<file path="src/rtl/signed_divider16.sv">
// Sequential signed divider: restoring division on magnitudes, one quotient bit per cycle, sign fix-up at the end.
// Define DIV_ZERO_FAST_EN to skip the iterations for a zero divisor (results are identical either way).
module signed_divider16 #(
    parameter int WIDTH = 16
) (
    input  logic                    clk,
    input  logic                    reset,
    input  logic                    start,
    input  logic signed [WIDTH-1:0] dividend,
    input  logic signed [WIDTH-1:0] divisor,
    output logic signed [WIDTH-1:0] quotient,
    output logic signed [WIDTH-1:0] remainder,
    output logic                    div_by_zero,
    output logic                    busy,
    output logic                    done
);

    typedef enum logic [1:0] {IDLE, ITER, FIX} state_t;

    state_t                  state_q;
    logic [4:0]              cnt_q;
    logic                    sign_n_q;
    logic                    sign_d_q;
    logic                    zero_q;
    logic signed [WIDTH-1:0] dvd_q;
    logic [WIDTH-1:0]        dq_q;
    logic [WIDTH-1:0]        dvs_q;
    // The remainder after a step is always below |divisor| <= 2^(WIDTH-1), so
    // only the shifted trial value needs the extra bit.
    logic [WIDTH-1:0]        rem_q;

    logic [WIDTH:0]          rem_shift_d;
    logic [WIDTH:0]          rem_sub_d;
    logic                    q_bit_d;

    function automatic logic [WIDTH-1:0] magnitude(input logic signed [WIDTH-1:0] v);
        logic [WIDTH-1:0] u;
        u = v;
        return v[WIDTH-1] ? (~u + 1'b1) : u;
    endfunction

    function automatic logic [WIDTH-1:0] neg_if(input logic [WIDTH-1:0] v, input logic neg);
        return neg ? (~v + 1'b1) : v;
    endfunction

    assign rem_shift_d = {rem_q, dq_q[WIDTH-1]};
    assign q_bit_d     = (rem_shift_d >= {1'b0, dvs_q});
    assign rem_sub_d   = rem_shift_d - {1'b0, dvs_q};

    // Control, flags and result registers
    always_ff @(posedge clk or posedge reset) begin
        if (reset) begin
            state_q     <= IDLE;
            cnt_q       <= '0;
            busy        <= 1'b0;
            done        <= 1'b0;
            quotient    <= '0;
            remainder   <= '0;
            div_by_zero <= 1'b0;
        end else begin
            done <= 1'b0;
            case (state_q)
                IDLE: begin
                    if (start) begin
                        busy  <= 1'b1;
                        cnt_q <= '0;
`ifdef DIV_ZERO_FAST_EN
                        state_q <= (divisor == '0) ? FIX : ITER;
`else
                        state_q <= ITER;
`endif
                    end
                end
                ITER: begin
                    cnt_q <= cnt_q + 5'd1;
                    if (cnt_q == 5'(WIDTH - 1)) state_q <= FIX;
                end
                FIX: begin
                    done        <= 1'b1;
                    busy        <= 1'b0;
                    state_q     <= IDLE;
                    div_by_zero <= zero_q;
                    quotient    <= zero_q ? '1 : neg_if(dq_q, sign_n_q ^ sign_d_q);
                    remainder   <= zero_q ? dvd_q : neg_if(rem_q, sign_n_q);
                end
                default: state_q <= IDLE;
            endcase
        end
    end

    // Datapath: operand capture, then shift/subtract per iteration
    always_ff @(posedge clk) begin
        if (state_q == IDLE && start) begin
            sign_n_q <= dividend[WIDTH-1];
            sign_d_q <= divisor[WIDTH-1];
            zero_q   <= (divisor == '0);
            dvd_q    <= dividend;
            dq_q     <= magnitude(dividend);
            dvs_q    <= magnitude(divisor);
            rem_q    <= '0;
        end else if (state_q == ITER) begin
            rem_q <= q_bit_d ? rem_sub_d[WIDTH-1:0] : rem_shift_d[WIDTH-1:0];
            dq_q  <= {dq_q[WIDTH-2:0], q_bit_d};
        end
    end

endmodule

</file>
<file path="config.mk">
export PLATFORM = sky130hd
export DESIGN_NAME = signed_divider16
export DESIGN_NICKNAME = d
export VERILOG_FILES = /design/src/rtl/signed_divider16.sv
export SDC_FILE = /design/constraint.sdc
export NUM_CORES = 1
export LEC_CHECK = 0
export CAP_MARGIN = 20
export CORE_MARGIN = 2
export CORE_UTILIZATION = 40
export DETAILED_ROUTE_END_ITERATION = 8
export GPL_TIMING_DRIVEN = 0
export SETUP_SLACK_MARGIN = 0.15
export SLEW_MARGIN = 15
export SYNTH_ARGS = -nofsm -noshare
export SYNTH_HDL_FRONTEND = slang
export SYNTH_SLANG_ARGS = --single-unit
</file>
<file path="constraint.sdc">
create_clock -name clk -period 2.1 [get_ports clk]
set_input_delay 0.42 -clock clk [delete_from_list [all_inputs] [get_ports clk]]
set_output_delay 0.42 -clock clk [all_outputs]
set_load 0.05 [all_outputs]
</file>
# Word-level counts from Yosys, hierarchy flattened
# Index checks and enable logic that the tools add are counted.
# classes
n_addsub	6
n_mul	0
div_mod_pow	0
order_cmp	1
eq_ne	5
n_shift	0
mux	17
bitwise_logic	5
reduce_logical	9
# op_table
cell	count
16-bit two-way mux	8
16-bit by 1-bit adder with 16-bit output (second input constant)	4
16-bit NOT	4
17-bit by 16-bit >= comparator with 1-bit output	1
16-bit logical NOT	1
16-bit subtractor	1
15-bit two-way mux	1
5-bit case mux with 2 select lines	1
2-bit AND reduction	3
2-bit nonzero test	3
5-bit by 1-bit adder with 5-bit output (second input constant)	1
5-bit by 4-bit equality test with 1-bit output (second input constant)	1
5-bit two-way mux	1
2-bit two-way mux	2
2-bit != test (second input constant)	2
2-bit case mux with 2 select lines	1
2-bit by 1-bit equality test with 1-bit output (second input constant)	1
2-bit equality test (second input constant)	1
2-bit logical NOT	1
1-bit two-way mux	2
1-bit case mux with 2 select lines	1
1-bit logical AND	1
1-bit XOR	1
# totals
ff_bits	109
latchBits	0
ram_bits	0
rom_bits	0
output_inout_bits	35
wordCells	58
memories	0

# Depth between registers and ports, before layout
# Gate-level depths: netlist (run 1).
# depth
depth_word	4
mapped_depth	11

# Worst setup path after synthesis (run 1)
# OpenSTA, ideal clock, no wires.
# synth_timing
path_type	reg-to-reg
start	register rem_q[7]
end	register rem_q[0]
setup_time_ns	0.079
arrival_time_ns	2.181
required_time_ns	2.021
slack_ns	-0.160
path_stages_with_launch	9
path_buffers	1
path_cell_list	dfxtp_1 -> ha_1 -> o21ai_0 -> o221ai_1 -> o31ai_1 -> a31o_1 -> buf_6 -> mux2_2 -> o22ai_1
# synth_between
elab_chain_cells	2
# synth_rtl
item	line_no	text
start: declaration	30	logic [WIDTH-1:0] rem_q;
start signal: assignment	102	rem_q <= q_bit_d ? rem_sub_d[WIDTH-1:0] : rem_shift_d[WIDTH-1:0];
17-bit by 16-bit >= comparator with 1-bit output	47	assign q_bit_d = (rem_shift_d >= {1'b0, dvs_q});
16-bit two-way mux	102	
# Every way passes these cells.
# A chain may end at the register's enable or synchronous reset.

# Worst setup path after layout (run 1)
# layout_timing
start	register dq_q[15]
end	register rem_q[4]
# layout_between
elab_chain_cells	2
# layout_rtl
item	line_no	text
start: declaration	26	logic [WIDTH-1:0] dq_q;
start signal: assignment	98	dq_q <= magnitude(dividend);
start signal: assignment	103	dq_q <= {dq_q[WIDTH-2:0], q_bit_d};
16-bit subtractor / 17-bit by 16-bit >= comparator with 1-bit output (equally long branches)	48, 47	
16-bit two-way mux (*)	102	
# Mark *: on every way between the ends. The rest lies on a longest branch, timed or not.

==> flow_summary_export.csv, run 1 <==
group,metric,value,unit
logic_synthesis,synthCells,645,
setup_path,cp.required,2.41,ns
placement,port_buffers,69,
layout,diodes,0,
die,fp.dieH,127.6,microns
cts,insertion_delay,0.36,ns
pwr,pwr_density_cell,1434,mW/mm^2
pwr,switchingPower,4.990,mW
cts,cts_hold_buf,0,
sta,period_share,1.163,
logic_synthesis,avgSynthCellArea,9.478,sq um
sta,report.final.slew_viol_count,0,
pwr,p_int,6.661,mW
grt,gr-usage-all-layers,0.2066,
cts,clk_path_buf_depth,2,
die,start_util,0.4051,
cts,clk_pin_slew_worst_paths,0.08,ns
logic_synthesis,synthFlopType,"edfxtp_1",
die,ios,70,
setup_path,crit_arrival,2.75,ns
setup_path,critPathSlowestCell,"nor4_4",
pwr,finalPower,11.65,mW
sta,rsz0062_at_grt,"true",
detailed_routing,wl,16.36,mm
die,die_w,127.6,microns
setup_path,cp_max_fo,2,
setup_path,timing.critical_path.buf_inv,2,
cts,cts.sinks,108,
sta,min_period,2.442,ns
outcome,violations,"negative setup slack",
grt,grt_first_pass_wirelength,26.45,mm
cts,cts_buffers,9,
grt,grt_pass1_vias,5061,
placement,place_area,0.007178,sq mm
layout,areaGrowthSynthToFinish,32.93,%
detailed_routing,drt_iter0_markers,384,
setup_path,critical_path.top_delay_family,"simple AND/OR/NAND/NOR gates",
placement,dp_slack,-0.7056,ns
pwr,p_leak,3.235,nW
setup_path,reg2reg_depth,9,
logic_synthesis,ys_warn_count,0,
sta,skew,0.01335,ns
sta,tightest_slew,0.6541,ns
logic_synthesis,yosysUniqueCellTypes,60,
detailed_routing,wire_per_inst,17.37,microns
pwr,p_sw_frac,0.4283,
placement,routabilityCongestion,0.8551,
pwr,p_comb_frac,0.532,
grt,grt_max_degree,44,
logic_synthesis,synth_fp_nets,703,
worst_hold_path,hp-class,"input pin to asynchronous set/reset pin",
die,placementRows,45,
sta,tns,-4.790,ns
cts,cts_tree,"yes",
detailed_routing,antenna_left,0,
grt,grt_overflow,0,
logic_synthesis,ys_seq_elements,108,
sta,finalSetupViolCount,17,
layout,final_area,0.008127,sq mm
detailed_routing,drc,0,
logic_synthesis,async_flop_share,0.3889,
placement,hpwlAfterDp,12.03,mm
logic_synthesis,synth_edf_count,50,
detailed_routing,vias,5249,
setup_path,slowest_delay,0.45,ns
logic_synthesis,mappedNetlistArea,0.006113,sq mm
layout,drive_gt1_frac,0.1618,
layout,finalNetCount,807,
outcome,status,"finished, violations left",
logic_synthesis,synth-seq-area-share,0.4699,
pwr,vdd_ir_drop_max,563.7,uV
pwr,pwr-share-clk,0.154,
grt,antenna_found_initial,0,
die,core_region_area,0.01509,sq mm
detailed_routing,dr.pass1.iters,5,
setup_path,end_kind,"flop",
cts,clockRootBuffer,"clkbuf_16",
sta,hold_viol_final,0,
sta,setup_ws,-0.3422,ns
sta,fmax,409.5,MHz
layout,postLayoutCoreUtil,0.5386,
flow_run,cap_violations,0,
setup_path,cp_cell_sequence,"inv_2 > ha_4 > nand4_1 > nor4_4 > o31ai_4 > a31o_1 > buf_4 > or4_4 > nand3_2",
setup_path,crit_type,"flop to flop",
setup_path,start_kind,"flop",
setup_path,cp_num_cells,9,
cts,cts-htree-levels,3,
pwr,power.share.sequential,0.314,
detailed_routing,avgViaCountPerCell,5.572,
sta,max_slew_margin,0.5624,
die,die_area,0.01629,sq mm
-- state kept, by name, summed over array words and instances (netlist names), 2 cells and up --
signal     count
dq_q          16
dvs_q         16
quotient      16
rem_q         16
remainder     16
dvd_q         15
cnt_q          5
state_q        2
-- cells in the final DEF (no fill, tap or decap), types with 7 or more instances in the layout --
cell type / n
nand2_1: 62
xor2_1: 15
o31ai_1: 9
inv_1: 29
clkbuf_16: 9
a32oi_1: 9
ha_1: 11
dfrtp_1: 42
a31oi_1: 11
mux2i_1: 11
clkbuf_1: 15
edfxtp_1: 50
nor3_1: 7
nand4_1: 7
dlymetal6s2s_1: 22
clkdlybuf4s50_1: 29
nor2_1: 59
o21ai_0: 54
o21ai_1: 11
buf_4: 22
dfxtp_1: 9
ha_4: 11
dlygate4sd2_1: 18
xnor2_1: 42
nand3_1: 18
a21oi_1: 33
dfxtp_2: 7
-- worst register-to-register path: stages (launching register included) --
cell and delay [ns]:
edfxtp_1 0.44, inv_2 0.09, ha_4 0.28, nand4_1 0.17, nor4_4 0.45, o31ai_4 0.10, a31o_1 0.23, buf_4 0.14
or4_4 0.41, nand3_2 0.08
-- path summary, 6_finish.rpt --
check	start	end	slack, ns
setup / recovery	dq_q[15]$_DFFE_PP_	rem_q[4]$_SDFFE_PP0P_	-0.34
hold / removal	reset	done$_DFF_PP0_	0.38
setup reg to reg	dq_q[15]$_DFFE_PP_	rem_q[4]$_SDFFE_PP0P_	-0.34
hold reg to reg	remainder[13]$_DFFE_PP0P_	remainder[13]$_DFFE_PP0P_	0.48
max in group asynchronous	reset	cnt_q[0]$_DFFE_PP0P_	1.24
min in group clk	dividend[5]	dvd_q[5]$_DFFE_PP_	0.44
-- per-stage QoR --
| step | instances | hold slack (ns) |
|---|---|---|
| after floorplan | 645 | 0.4494 |
| after global placement | 902 | 0.4628 |
| after detailed placement | 903 | 0.4748 |
| after CTS | 932 | 0.3883 |
| after global routing | 942 | 0.4286 |
| final | 942 | 0.3782 |
-- power by group through the flow --
stage	combinational, mW	sequential, mW	clock, mW
detailed placement	5.15	3.63	0
floorplan	3.50	3.83	0
global placement	5.04	3.61	0
CTS	5.71	3.61	1.81
finish	6.20	3.66	1.79
global route	6.82	3.75	1.90
-- cell usage after synthesis (7+ instances only) --
master    count  area, sq um
o21ai_0      65        325.3
nand2_1      64        240.2
nor2_1       61        229.0
edfxtp_1     50         1501
xnor2_1      43        376.6
dfrtp_1      42         1051
a21oi_1      36        180.2
inv_1        34        127.6
ha_1         22        275.3
nand3_1      22        110.1
clkbuf_1     20        75.07
dfxtp_1      16        320.3
xor2_1       15        131.4
o31ai_1      14        105.1
a31oi_1      12        75.07
mux2i_1      11        110.1
nor3_1       11        55.05
a32oi_1       9        78.83
nand4_1       7        43.79
or4_1         7        52.55
-- timing repair --
item | CTS | global route
cloned | 0 | 0
setup endpoints to repair | 78 | 91
setup buffers | 13 | 10
gates resized for setup | 70 | 70
pin swaps | 17 | 26
-- layout make-up --
| class | instances | area [sq um] |
|---|---|---|
| fillers | 1344 | 6963 |
| multi-input cells | 476 | 3482 |
| flip-flops and latches | 108 | 2882 |
| repair buffers | 93 | 927.1 |
| well taps | 188 | 235.2 |
| clock buffers | 9 | 225.2 |
| inverters | 36 | 151.4 |
| plain buffers | 25 | 140.1 |
| clock inverters | 7 | 83.83 |
-- routing by layer --
layer / vias up / global-route usage / part of all wire
met2: 130 / 0.3161 / 0.46
li1: 2569 / - / -
met1: 2534 / 0.3073 / 0.48
met3: 16 / 0.02429 / 0.048
met5: - / 0 / 0
met4: 0 / 0.06399 / 0.016
-- kinds of logic (layout without fill, tap and decap cells) --
kind of cell               count (synthesis)  count (layout)  synth area share
AOI/OAI and AO/OA                        174             174            0.1758
and+or+nand+nor                          208             208            0.1613
buffers and inverters                     61             170           0.03991
muxes                                     13              13           0.02170
xor gates and xnor gates                  58              58           0.08310
adders and majority gates                 23              23           0.04830
DFF                                      108             108            0.4699
Power figures use the tool's default switching activity.
==> run 2, diff against run 1 <==
==> constraint.sdc (replaced) <==
create_clock -name clk -period 3 [get_ports clk]
set_input_delay 0.6 -clock clk [delete_from_list [all_inputs] [get_ports clk]]
set_output_delay 0.6 -clock clk [all_outputs]
set_load 0.05 [all_outputs]
==> flow_summary_export.csv, run 2 (synthesis gave the netlist of run 1 again) <==
group,metric,value,unit
cts,clk_path_buf_depth,2,
placement,dp_slack,-0.4738,ns
grt,grt_max_degree,44,
setup_path,timing.critical_path.buf_inv,1,
detailed_routing,avgViaCountPerCell,5.576,
detailed_routing,dr.pass1.iters,5,
pwr,vdd_ir_drop_max,377.6,uV
layout,areaGrowthSynthToFinish,21.20,%
setup_path,cp_num_cells,6,
setup_path,cp.required,3.08,ns
die,core_region_area,0.01509,sq mm
detailed_routing,wl,15.92,mm
detailed_routing,drc,0,
pwr,pwr_density_cell,992.3,mW/mm^2
layout,mostFrequentLayoutCell,"clkdlybuf4s50_1",
sta,setup_ws,0.3431,ns
cts,insertion_delay,0.36,ns
detailed_routing,vias,5130,
placement,hpwlAfterDp,12.31,mm
sta,period_share,0.8856,
die,fp.dieH,127.6,microns
pwr,p_leak,2.876,nW
grt,grt_pass1_vias,4891,
setup_path,rrSetupSlack,0.35,ns
cts,cts_buffers,9,
grt,grt_overflow,0,
sta,skew,0.008544,ns
setup_path,slowest_delay,0.69,ns
setup_path,start_kind,"input pin",
setup_path,end_kind,"flop",
detailed_routing,wire_per_inst,17.31,microns
setup_path,cp_cell_sequence,"clkdlybuf4s50_1 > nor4_1 > nand3_1 > o41ai_1 > xor2_1 > o21ai_0",
setup_path,crit_arrival,2.74,ns
pwr,switchingPower,3.137,mW
worst_hold_path,min_to,"remainder[6]$_DFFE_PP0P_",
layout,multiInputGateArea,0.002999,sq mm
pwr,p_sw_frac,0.4266,
setup_path,critPathSlowestCell,"nor4_1",
setup_path,reg2reg_depth,8,
sta,min_period,2.657,ns
grt,grt_first_pass_wirelength,25.59,mm
layout,postLayoutCoreUtil,0.4910,
setup_path,r2r-end,"dq_q[0]$_DFFE_PP_",
die,die_area,0.01629,sq mm
layout,diodes,0,
pwr,pwr-share-clk,0.176,
layout,final_cell_mix,"clkdlybuf4s50_1, o21ai_0, nand2_1",
die,placementRows,45,
sta,hold_viol_final,0,
placement,routabilityCongestion,0.8796,
worst_hold_path,hold_depth,2,
cts,cts_tree,"yes",
cts,cts.sinks,108,
sta,fmax,376.4,MHz
setup_path,crit_type,"input pin to flop",
sta,finalSetupViolCount,0,
placement,port_buffers,69,
worst_hold_path,hp-class,"flop to flop",
sta,rsz0062_at_grt,"false",
setup_path,timing.rr.start,"rem_q[7]$_SDFFE_PP0P_",
sta,max_slew_margin,0.3954,
grt,antenna_found_initial,0,
worst_hold_path,holdCritStartpoint,"remainder[6]$_DFFE_PP0P_",
die,ios,70,
sta,report.final.slew_viol_count,0,
cts,clk_pin_slew_worst_paths,0.07,ns
layout,seq_area,0.002873,sq mm
flow_run,cap_violations,0,
setup_path,critical_path.top_delay_family,"simple AND/OR/NAND/NOR gates",
cts,clockRootBuffer,"clkbuf_16",
sta,tightest_slew,0.8943,ns
cts,cts_hold_buf,0,
die,start_util,0.4051,
detailed_routing,drt_iter0_markers,307,
detailed_routing,antenna_left,0,
layout,finalNetCount,785,
layout,fillers,1424,
outcome,status,"completed",
pwr,power.share.sequential,0.340,
cts,cts-htree-levels,3,
die,die_w,127.6,microns
pwr,p_comb_frac,0.484,
layout,drive_gt1_frac,0.04372,
grt,gr-usage-all-layers,0.2032,
setup_path,crit_path_start,"dividend[5]",
setup_path,cp_max_fo,4,
pwr,p_int,4.216,mW
[run 2: timing repair]
| action | in CTS | in global routing |
|---|---|---|
| pin swaps | 0 | 0 |
| setup endpoints to repair | 18 | 28 |
| buffers inserted | 0 | 1 |
| gates resized for setup | 2 | 3 |
[run 2: how the worst max path moves through the flow]
| stage | endpoint | slack (ns) |
|---|---|---|
| detailed placement | dq_q[1]$_DFFE_PP_ | -0.47 |
| CTS | rem_q[1]$_SDFFE_PP0P_ | 0.24 |
| global placement | dq_q[1]$_DFFE_PP_ | -0.38 |
| finish | dq_q[13]$_DFFE_PP_ | 0.34 |
| global route | rem_q[11]$_SDFFE_PP0P_ | 0.17 |
| floorplan | rem_q[0]$_SDFFE_PP0P_ | 0.74 |
[run 2: final cells by class]
cell class,count,share of cell area
buffer,25,0.01469
timing repair buffer,71,0.09862
clock buffer,9,0.03040
inverter,36,0.01908
sequential,108,0.3877
clock inverter,7,0.01300
tap,188,0.03175
multi-input combinational,476,0.4048
[run 2: tightest hold or removal path, delay by kind of cell (launching register included)]
family | cells | cell delay [ns]
AO/OA/AOI/OAI | 1 | 0.06
flip-flops | 1 | 0.34
AND/OR/NAND/NOR | 1 | 0.05
[run 2: metal layers]
layer | vias to the layer above | GRT usage | wire length [microns]
met5 | - | 0 | 0
met4 | 0 | 0.06981 | 280
met3 | 19 | 0.03518 | 990
met2 | 149 | 0.3026 | 7043
met1 | 2452 | 0.2989 | 7609
li1 | 2510 | - | -
[run 2: power groups by stage]
stage | registers (mW) | clock network (mW) | logic, mW
2_1_floorplan | 2.66 | 0 | 2.33
5_1_grt | 2.56 | 1.39 | 3.96
3_5_place_dp | 2.53 | 0 | 3.49
3_3_place_gp | 2.51 | 0 | 3.40
6_report | 2.50 | 1.29 | 3.56
4_1_cts | 2.50 | 1.32 | 3.51
[run 2: through the flow]
stage                     hold slack (ns)  total power [mW]  instance area [sq um]  TNS (ns)  std cells
after floorplan                    0.4494             4.995                   6113         0        645
after global placement             0.4648             5.912                   7039    -6.930        902
after detailed placement           0.4754             6.019                   7059    -9.146        903
after CTS                          0.4925             7.328                   7387         0        919
after global routing               0.5158             7.905                   7410         0        920
final                              0.4914             7.353                   7410         0        920
==> run 3, diff against run 2 <==
--- a/config.mk
+++ b/config.mk
@@ -5,6 +5,7 @@
 export SDC_FILE = /design/constraint.sdc
 export NUM_CORES = 1
 export LEC_CHECK = 0
+export ABC_AREA = 1
 export CAP_MARGIN = 20
 export CORE_MARGIN = 2
 export CORE_UTILIZATION = 40
==> flow_summary_export.csv, run 3 <==
group,metric,value,unit
cts,clk_path_buf_depth,2,
cts,cts_resized,0,
logic_synthesis,synthCells,894,
layout,finalNetCount,1034,
cts,cts_tree,"yes",
logic_synthesis,synthFlopType,"edfxtp_1",
outcome,status,"completed",
logic_synthesis,yosys-top-cells-count,"nand2_1, inv_1, nor2_1",
placement,port_buffers,69,
sta,setup_ws,0.6673,ns
logic_synthesis,yosysTopAreaCellShare,0.2244,
grt,grt_overflow,0,
logic_synthesis,synth_area_leaders,"edfxtp_1, dfrtp_1, nand2_1, inv_1, nand3_1",
die,core_region_area,0.01647,sq mm
logic_synthesis,synth_fp_nets,952,
setup_path,crit_arrival,2.59,ns
sta,report.final.slew_viol_count,0,
worst_hold_path,holdCritStartpoint,"dvd_q[2]$_DFFE_PP_",
worst_hold_path,hold_depth,2,
setup_path,rrSetupSlack,0.67,ns
pwr,pwr_density_cell,1007,mW/mm^2
flow_run,cap_violations,0,
cts,cts_hold_buf,0,
setup_path,crit_path_start,"rem_q[0]$_SDFFE_PP0P_",
logic_synthesis,ys_warn_count,0,
pwr,power.share.sequential,0.319,
pwr,p_leak,3.688,nW
pwr,vdd_ir_drop_max,489.6,uV
setup_path,start_kind,"flop",
placement,place_inst,1185,
sta,max_slew_margin,0.5968,
sta,hold_viol_final,0,
setup_path,r2r-end,"rem_q[14]$_SDFFE_PP0P_",
die,die_area,0.01778,sq mm
pwr,p_comb_frac,0.527,
cts,insertion_delay,0.36,ns
grt,gr-usage-all-layers,0.2106,
placement,dp_slack,0.2554,ns
setup_path,reg2reg_depth,10,
sta,period_share,0.7776,
die,ios,70,
layout,areaGrowthSynthToFinish,19.69,%
setup_path,cp_max_fo,6,
detailed_routing,dr.pass1.iters,5,
logic_synthesis,async_flop_share,0.3889,
pwr,finalPower,8.060,mW
layout,mostFrequentLayoutCell,"nand2_1",
layout,final_cell_mix,"nand2_1, inv_1, nor2_1",
sta,fmax,428.7,MHz
logic_synthesis,yosysTopAreaCell,"edfxtp_1",
worst_hold_path,hp-class,"flop to flop",
grt,grt_max_degree,31,
detailed_routing,drt_iter0_markers,481,
sta,tns,0,ns
cts,cts.sinks,108,
sta,skew,0.01088,ns
logic_synthesis,mappedNetlistArea,0.006690,sq mm
layout,fillers,1664,
layout,diodes,0,
die,die_w,133.3,microns
sta,rsz0062_at_grt,"false",
layout,postLayoutCoreUtil,0.4863,
setup_path,crit_type,"flop to flop",
grt,grt_pass1_vias,5621,
die,placementRows,47,
die,fp.dieH,133.3,microns
pwr,pwr-share-clk,0.153,
setup_path,cp.required,3.26,ns
worst_hold_path,min_to,"remainder[2]$_DFFE_PP0P_",
detailed_routing,antenna_left,0,
logic_synthesis,yosysUniqueCellTypes,44,
detailed_routing,avgViaCountPerCell,5.034,
logic_synthesis,avgSynthCellArea,7.483,sq um
cts,cts_buffers,9,
sta,finalSetupViolCount,0,
grt,grt_first_pass_wirelength,29.33,mm
logic_synthesis,synth-seq-area-share,0.4294,
layout,stdcell_count,1201,
cts,cts-htree-levels,3,
pwr,p_int,4.258,mW
pwr,switchingPower,3.802,mW
grt,antenna_found_initial,0,
cts,postCtsSetupRepairBufs,0,
layout,drive_gt1_frac,0.05912,
cts,clk_pin_slew_worst_paths,0.07,ns
die,start_util,0.4063,
setup_path,timing.rr.start,"rem_q[0]$_SDFFE_PP0P_",
logic_synthesis,yosysMostFrequentCell,"nand2_1",
logic_synthesis,synth_edf_count,50,
placement,routabilityCongestion,0.8795,
sta,min_period,2.333,ns
detailed_routing,drc,0,
setup_path,end_kind,"flop",
placement,hpwlAfterDp,13.86,mm
sta,tightest_slew,0.6048,ns
pwr,p_sw_frac,0.4718,
detailed_routing,wire_per_inst,14.78,microns
logic_synthesis,ys_seq_elements,108,
detailed_routing,wl,17.75,mm
cts,clockRootBuffer,"clkbuf_16",
detailed_routing,vias,6046,
==> run 3: cell count changes after synthesis, moves of 7 or more <==
cell / delta
o31ai_1: -12
or4_1: -7
a21oi_1: -8
mux2i_1: -11
nor2_1: +34
inv_1: +90
a32oi_1: -9
xnor2_1: -30
nand2_1: +170
clkbuf_1: -7
nand3_1: +59
==> run 3: power by group through the flow <==
stage                     logic, mW  clock network [mW]  registers (mW)
after floorplan                2.58                   0            3.01
after global placement         4.16                   0            2.61
after detailed placement       4.22                   0            2.60
after CTS                      4.25                1.27            2.57
after global routing           4.78                1.32            2.64
final                          4.25                1.23            2.57
==> run 3: final cells by class <==
type                            instances  area [sq um]  share of cell area
Timing Repair Buffer                   71         738.2             0.09219
Buffer                                 23         113.9             0.01422
Sequential cell                       108          2873              0.3588
Inverter                              128         480.5             0.06000
Multi-Input combinational cell        635          3224              0.4027
Clock buffer                           11         264.0             0.03297
Clock inverter                          5         38.79            0.004844
Tap cell                              220         275.3             0.03438
==> run 3: cells by family after synthesis <==
kind of cell	share of synthesized area
adders and majority gates	0.04414
and+or+nand+nor	0.3009
DFF	0.4294
AOI/OAI and AO/OA	0.09501
buffers and inverters	0.08865
xor gates and xnor gates	0.04189
==> run 3: worst max-delay path: stages (launching register included) <==
cell	delay (ns)
dfxtp_1	0.48
inv_1	0.20
fa_1	0.51
nor2_1	0.13
nor2_1	0.10
o21ai_0	0.33
nand2_1	0.12
nand3_1	0.13
nand3_2	0.08
nand2_1	0.09
nand2_1	0.06
==> run 3: worst max path at each step <==
stage	cells past startpoint	to	slack (ns)
3_3_place_gp	6	dq_q[9]$_DFFE_PP_	-0.95
3_5_place_dp	6	dq_q[10]$_DFFE_PP_	0.26
6_report	10	rem_q[14]$_SDFFE_PP0P_	0.67
4_1_cts	7	dq_q[9]$_DFFE_PP_	0.64
5_1_grt	7	dq_q[9]$_DFFE_PP_	0.52
2_1_floorplan	4	dq_q[10]$_DFFE_PP_	0.55
==> run 3: layer usage <==
| metal | global-route usage | vias to the layer above | wire length (microns) |
|---|---|---|---|
| li1 | - | 3061 | - |
| met1 | 0.3183 | 2822 | 8927 |
| met2 | 0.3078 | 145 | 7576 |
| met3 | 0.03843 | 18 | 972 |
| met4 | 0.06028 | 0 | 270 |
| met5 | 0 | - | 0 |
==> run 3: metrics by stage <==
| step | hold WS [ns] | area [sq um] |
|---|---|---|
| finish | 0.4658 | 8008 |
| global route | 0.5055 | 8008 |
| CTS | 0.4703 | 8008 |
| detailed placement | 0.4531 | 7705 |
| global placement | 0.4447 | 7656 |
| floorplan | 0.4340 | 6690 |
